File: src/rtl/pc_gen_if.sv
// Fetch-side bundle between the PC generator and its upstream/downstream neighbours.
// The slave modport is the PC generator's own view of the bundle.
interface pc_gen_if #(
  parameter int PC_WIDTH = 32
);
  logic                stall_i;
  logic                branch_taken_i;
  logic [PC_WIDTH-1:0] branch_target_i;
  logic [31:0]         instr_i;
  logic [PC_WIDTH-1:0] pc_o;
  logic                isstall_o;
  logic                halted_o;
  logic [31:0]         fetch_count_o;

  modport master (
    output stall_i, branch_taken_i, branch_target_i, instr_i,
    input  pc_o, isstall_o, halted_o, fetch_count_o
  );

  modport slave (
    input  stall_i, branch_taken_i, branch_target_i, instr_i,
    output pc_o, isstall_o, halted_o, fetch_count_o
  );
endinterface

File: src/rtl/pc_gen.sv
// Program-counter generator feeding instruction fetch: sequential advance, stall hold,
// branch redirect with a fixed bubble count, halt on opcode 4'hF, saturating fetch counter.
//
// state   | meaning
// S_RUN   | fetching pc_o this cycle
// S_HOLD  | stalled by decode/execute, pc_o refetched once released
// S_FLUSH | bubbles after a taken branch, flush_cnt_q cycles remaining
// S_HALT  | halt opcode seen, frozen until reset
module pc_gen #(
  parameter int PC_WIDTH     = 32,
  parameter int RESET_PC     = 0,
  parameter int FLUSH_CYCLES = 2,
  parameter int MEM_WORDS    = 262144
) (
  input logic     clk,
  input logic     rst_n,
  pc_gen_if.slave bus
);

  typedef enum logic [1:0] {
    S_RUN   = 2'd0,
    S_HOLD  = 2'd1,
    S_FLUSH = 2'd2,
    S_HALT  = 2'd3
  } state_e;

  localparam logic [PC_WIDTH-1:0] PC_MASK    = PC_WIDTH'(MEM_WORDS - 1);
  localparam logic [PC_WIDTH-1:0] PC_RESET   = PC_WIDTH'(RESET_PC) & PC_MASK;
  localparam logic [3:0]          FLUSH_INIT = 4'(FLUSH_CYCLES);

  state_e              state_q, state_d;
  logic [PC_WIDTH-1:0] pc_q, pc_d;
  logic [3:0]          flush_cnt_q, flush_cnt_d;
  logic [31:0]         fetch_cnt_q, fetch_cnt_d;

  logic [PC_WIDTH-1:0] pc_seq;
  logic [PC_WIDTH-1:0] pc_target;
  logic [31:0]         fetch_cnt_inc;
  state_e              branch_state;
  logic                halt_op;

  // Only the opcode nibble matters here; the rest of the word belongs to decode.
  logic unused_instr;
  assign unused_instr = ^bus.instr_i[27:0];

  assign pc_seq        = (pc_q + PC_WIDTH'(1)) & PC_MASK;
  assign pc_target     = bus.branch_target_i & PC_MASK;
  assign fetch_cnt_inc = (&fetch_cnt_q) ? fetch_cnt_q : fetch_cnt_q + 32'd1;
  assign halt_op       = (bus.instr_i[31:28] == 4'b1111);
  assign branch_state  = (FLUSH_CYCLES > 0) ? S_FLUSH : S_RUN;

  always_ff @(posedge clk) begin
    if (!rst_n) begin
      state_q     <= S_RUN;
      pc_q        <= PC_RESET;
      flush_cnt_q <= 4'd0;
      fetch_cnt_q <= 32'd0;
    end else begin
      state_q     <= state_d;
      pc_q        <= pc_d;
      flush_cnt_q <= flush_cnt_d;
      fetch_cnt_q <= fetch_cnt_d;
    end
  end

  always_comb begin
    state_d     = state_q;
    pc_d        = pc_q;
    flush_cnt_d = flush_cnt_q;
    fetch_cnt_d = fetch_cnt_q;
    case (state_q)
      S_RUN: begin
        if (bus.branch_taken_i) begin
          state_d     = branch_state;
          pc_d        = pc_target;
          flush_cnt_d = FLUSH_INIT;
        end else if (halt_op) begin
          state_d = S_HALT;
        end else if (bus.stall_i) begin
          state_d     = S_HOLD;
          fetch_cnt_d = fetch_cnt_inc;
        end else begin
          pc_d        = pc_seq;
          fetch_cnt_d = fetch_cnt_inc;
        end
      end
      S_HOLD: begin
        if (bus.branch_taken_i) begin
          state_d     = branch_state;
          pc_d        = pc_target;
          flush_cnt_d = FLUSH_INIT;
        end else if (!bus.stall_i) begin
          state_d = S_RUN;
        end
      end
      S_FLUSH: begin
        if (bus.branch_taken_i) begin
          pc_d        = pc_target;
          flush_cnt_d = FLUSH_INIT;
        end else if (flush_cnt_q <= 4'd1) begin
          state_d     = bus.stall_i ? S_HOLD : S_RUN;
          flush_cnt_d = 4'd0;
        end else begin
          flush_cnt_d = flush_cnt_q - 4'd1;
        end
      end
      default: ;
    endcase
  end

  always_comb begin
    bus.pc_o          = pc_q;
    bus.isstall_o     = (state_q != S_RUN);
    bus.halted_o      = (state_q == S_HALT);
    bus.fetch_count_o = fetch_cnt_q;
  end

endmodule

File: src/flat_wrapper.sv
// flat-port wrapper written by rule: the top's interface ports become plain ports
module pc_gen_flat 
#(
  parameter int PC_WIDTH     = 32,
  parameter int RESET_PC     = 0,
  parameter int FLUSH_CYCLES = 2,
  parameter int MEM_WORDS    = 262144
)
  (clk, rst_n, bus_stall_i, bus_branch_taken_i, bus_branch_target_i, bus_instr_i, bus_pc_o, bus_isstall_o, bus_halted_o, bus_fetch_count_o);
  pc_gen_if #(.PC_WIDTH(PC_WIDTH)) bus_i ();
  input logic clk;
  input logic rst_n;
  input wire logic [$bits(bus_i.stall_i)-1:0] bus_stall_i;
  input wire logic [$bits(bus_i.branch_taken_i)-1:0] bus_branch_taken_i;
  input wire logic [$bits(bus_i.branch_target_i)-1:0] bus_branch_target_i;
  input wire logic [$bits(bus_i.instr_i)-1:0] bus_instr_i;
  output wire logic [$bits(bus_i.pc_o)-1:0] bus_pc_o;
  output wire logic [$bits(bus_i.isstall_o)-1:0] bus_isstall_o;
  output wire logic [$bits(bus_i.halted_o)-1:0] bus_halted_o;
  output wire logic [$bits(bus_i.fetch_count_o)-1:0] bus_fetch_count_o;
  assign bus_i.stall_i = bus_stall_i;
  assign bus_i.branch_taken_i = bus_branch_taken_i;
  assign bus_i.branch_target_i = bus_branch_target_i;
  assign bus_i.instr_i = bus_instr_i;
  assign bus_pc_o = bus_i.pc_o;
  assign bus_isstall_o = bus_i.isstall_o;
  assign bus_halted_o = bus_i.halted_o;
  assign bus_fetch_count_o = bus_i.fetch_count_o;
  pc_gen #(.PC_WIDTH(PC_WIDTH), .RESET_PC(RESET_PC), .FLUSH_CYCLES(FLUSH_CYCLES), .MEM_WORDS(MEM_WORDS)) u_core (.clk(clk), .rst_n(rst_n), .bus(bus_i));
endmodule
File: config.mk
export PLATFORM = sky130hd
export DESIGN_NAME = pc_gen_flat
export DESIGN_NICKNAME = d
export VERILOG_FILES = /design/src/rtl/pc_gen_if.sv /design/src/rtl/pc_gen.sv /design/src/flat_wrapper.sv
export SDC_FILE = /design/constraint.sdc
export NUM_CORES = 1
export LEC_CHECK = 0
export ABC_CLOCK_PERIOD_IN_PS = 4550
export BUFFER_PORTS_ARGS = -buffer_cell sky130_fd_sc_hd__buf_2
export CORE_ASPECT_RATIO = 1.4
export CORE_UTILIZATION = 48
export DETAILED_ROUTE_END_ITERATION = 6
export PLACE_DENSITY_LB_ADDON = 0.08
export SYNTH_ARGS = -nofsm -noshare
export SYNTH_HDL_FRONTEND = slang
export SYNTH_SLANG_ARGS = --single-unit
export TNS_END_PERCENT = 5
File: constraint.sdc
create_clock -name clk -period 4.55 [get_ports clk]
set_clock_uncertainty 0.05 [all_clocks]
set_input_delay 0.455 -clock clk [delete_from_list [all_inputs] [get_ports clk]]
set_output_delay 0.455 -clock clk [all_outputs]
set_load 0.02 [all_outputs]
==> impl_results.md <==
- Run status: completed
- Synth Instances: between 400 and 500
- Num Clock Sinks: 56
- Clock H-tree levels: 2
- WHS Path Cells: 3
- Skew-Pair Late Insertion Delay: approximately 0.31 ns
- Post-route ant nets: 0
- Area growth from synthesis to final layout: 14.8%
- Via density: 5.79
- Crit path arrival time: approximately 2.6 ns
- Die footprint: about 0.0074 mm2
- Yosys warnings: 0
- Multi-input logic area: between 0.002 and 0.0025 mm2
- Dpl hpwl: around 5800 um
- Drt wl/cell: roughly 14 um
- Seq/Total Area, Yosys: 0.332
- Core area: about 0.0067 mm2
- Chip Height: 101 um
- Post-synthesis cell type count: a little under 60
- Maxcap violations: 0
- Non-Filler Cell Area, Final: 0.00387 mm2
- Root Buffer: clkbuf_8
- Worst-path maximum fanout: 17
- First drt pass iteration count: 4
- Kind of critical path: reg -> reg
- Cell family with the largest share of critical-path delay: simple AND/OR/NAND/NOR gates
- Levels on crit path: 7
- Placer congestion estimate: around 0.77
- Starting DRT DRC Count: between 100 and 150
- Mapped cell area: 0.00337 mm2
- R2R setup slack: 2.14 ns
- Reg-to-reg startpoint: u_core.state_q[1]
- FF+latch count, synth: 56
- Number of setup violations in the final report: 0
- Initial core utilization: 0.503
- Synth Flop Type: dfxtp_1
- Share of async-settable or async-resettable flops after synthesis: 0
- Port bufs: between 70 and 80
- Num CTS Buffers: 5
- LEAKAGE: between 1.5 and 2 nW
- Actual slew at the worst max-slew pin: between 0.9 and 1 ns
- Max-slew violations: 0
- CP Launch Point: u_core.state_q[1]
- Congestion Overflow GR: 0
- Fillers: around 690
- Max stage delay cell, worst path: or4_1
- HP Start: bus_branch_target_i[0]
- EDFF count, synth: 0
- Hold Crit Endpoint: u_core.bus.pc_o[0]
- Initial antenna violation count: 0
- Pwr Density: ~450 mW/mm2
- CP peak stage delay: between 0.5 and 0.6 ns
- Setup TNS: 0 ns
- CTS resizes: 0
- Vias in the first global route: 2890
- First-pass GRT wire length: 13400 um
- R2R depth: 7
- VDD IR-drop max: 0.000165 V
- Area occupied by registers: between 0.001 and 0.0015 mm2
- Tcrit/Tclk final: 0.531
- Largest net degree at the start of global routing: 31
- Mapped Avg Cell Area: between 8 and 9 um2
- DR vias: between 3000 and 4000
- Req. time, crit path: between 4 and 5 ns
- RSZ-0062 raised after global routing: false
- Most common cell after layout, fill and taps aside: buf_2
- Setup crit start kind: register
- Minimum clock period: 2.41 ns
- Io pins: ~130
- Overall Global Routing Usage: 0.226
- Antenna cells: 0
- Hold Vio Cnt, Final: 0
- Slew HR: 0.377
- Final wirelength: 8120 um
- HP Class: in -> reg
- Most frequent cells in the layout: buf_2, dfxtp_1, nand2_1
- Drc violations: 0
- Dpl cell area: around 0.0037 mm2
- Crit-path cells: inv_1 -> ha_1 -> nand2b_1 -> nor4_4 -> o311ai_4 -> or4_1 -> a21oi_1
- Bufs and invs on worst path: 1
- Nets: 553
- Share of post-route cells with drive strength above 1: 0.231
- CTS Hold Bufs: 0
- Clock buffer depth: 2
- Clk slew on worst S/H paths: approximately 0.11 ns
- Post-CTS Setup Repair Bufs: 0
- Std-Cell Rows: 35
- CTS tree: yes
- Die X: 72.8 um
- Worst setup EP type: register
- Worst reg2reg endpoint: u_core.bus.fetch_count_o[21]
- Highest Clock Rate: between 0.4 and 0.5 GHz
==> cell type report <==
type	count	area share
flip-flops and latches	56	0.290
clock buffers	7	0.0249
well taps	92	0.0297
repair buffers	80	0.105
inverters	11	0.0107
multi-input cells	322	0.532
clock inverters	1	0.00775
==> worst max-delay path by stage <==
stage | to | slack [ns]
6_report | u_core.bus.fetch_count_o[21] | 2.14
5_1_grt | u_core.bus.fetch_count_o[21] | 2.00
4_1_cts | u_core.bus.fetch_count_o[21] | 2.14
3_5_place_dp | u_core.bus.fetch_count_o[15] | 2.07
3_3_place_gp | u_core.bus.fetch_count_o[15] | 2.07
2_1_floorplan | u_core.bus.fetch_count_o[11] | 2.46
==> Yosys cell counts, types with 2 or more instances <==
cell type / n / share of area
o31ai_1: 9 / 0.020
a311oi_1: 4 / 0.010
buf_2: 2 / 0.0030
and2_1: 3 / 0.0056
and3_1: 7 / 0.013
o21ai_1: 2 / 0.0030
xnor2_1: 2 / 0.0052
xor2_1: 5 / 0.013
buf_6: 2 / 0.0067
a41oi_1: 3 / 0.0078
nor2_1: 32 / 0.036
buf_1: 3 / 0.0033
nand2_1: 41 / 0.046
dfxtp_1: 56 / 0.33
or3_1: 12 / 0.022
a211oi_1: 4 / 0.0089
o221a_2: 5 / 0.017
nor4_1: 3 / 0.0056
or3_2: 2 / 0.0045
nand3_1: 20 / 0.030
o41ai_1: 3 / 0.0078
ha_1: 9 / 0.033
buf_4: 14 / 0.031
a21oi_1: 37 / 0.055
nor4_4: 4 / 0.025
nand4_4: 2 / 0.013
and4_1: 6 / 0.016
clkbuf_1: 13 / 0.014
a31oi_1: 4 / 0.0074
nand4_1: 6 / 0.011
o21ai_0: 23 / 0.034
nor3_1: 10 / 0.015
a22oi_1: 2 / 0.0045
mux2i_1: 4 / 0.012
nand2b_1: 5 / 0.0093
o211ai_1: 6 / 0.013
or4_1: 13 / 0.029
inv_1: 11 / 0.012
==> through the flow <==
step                      utilization  hold slack [ns]  std cells  setup WS [ns]  power, W
after floorplan                     -            0.444        423           2.46   0.00121
after global placement          0.559            0.434        561           2.07   0.00138
after detailed placement        0.559            0.438        561           2.07   0.00140
after CTS                       0.578            0.360        569           2.14   0.00176
after global routing            0.578            0.368        569           2.00   0.00187
final                           0.578            0.374        569           2.14   0.00175
==> kinds of logic (layout without fill, tap and decap cells) <==
logic type               count (synthesis)  after routing  synth area share
AO/OA/AOI/OAI                          112            112             0.225
XOR/XNOR                                 7              7            0.0182
adder cells (fa/ha/maj)                  9              9            0.0334
buffers and inverters                   45             99            0.0709
flip-flops                              56             56             0.332
multiplexers                             4              4            0.0119
other                                    1             14           0.00111
AND/OR/NAND/NOR                        176            176             0.307
==> report_power, final <==
| group | switching [W] | internal [W] |
|---|---|---|
| Combinational | 0.000458 | 0.000254 |
| Clock | 0.000167 | 0.000195 |
| Sequential | 0.000102 | 0.000572 |
| Total | 0.000728 | 0.00102 |
==> flip-flops by register name (all words and copies together), names as in the netlist <==
| register | flops |
|---|---|
| u_core.bus.fetch_count_o | 32 |
| u_core.bus.pc_o | 18 |
| u_core.flush_cnt_q | 4 |
| u_core.state_q | 2 |
==> per-layer routing <==
metal  wire length [um]  part of all wire  vias to the layer above  global-route usage
li1                   -                 -                     1649                   -
met1               3480              0.43                     1568               0.269
met2               4260              0.52                       65               0.415
met3                250             0.031                       11              0.0299
met4                130             0.016                        0              0.0694
met5                  0                 0                        -                   0
==> worst min-delay path: stages <==
cell,delay (ns)
buf_2,0.11
nand2_1,0.05
a311oi_1,0.08
No activity file was read; power rests on OpenSTA's default activity.
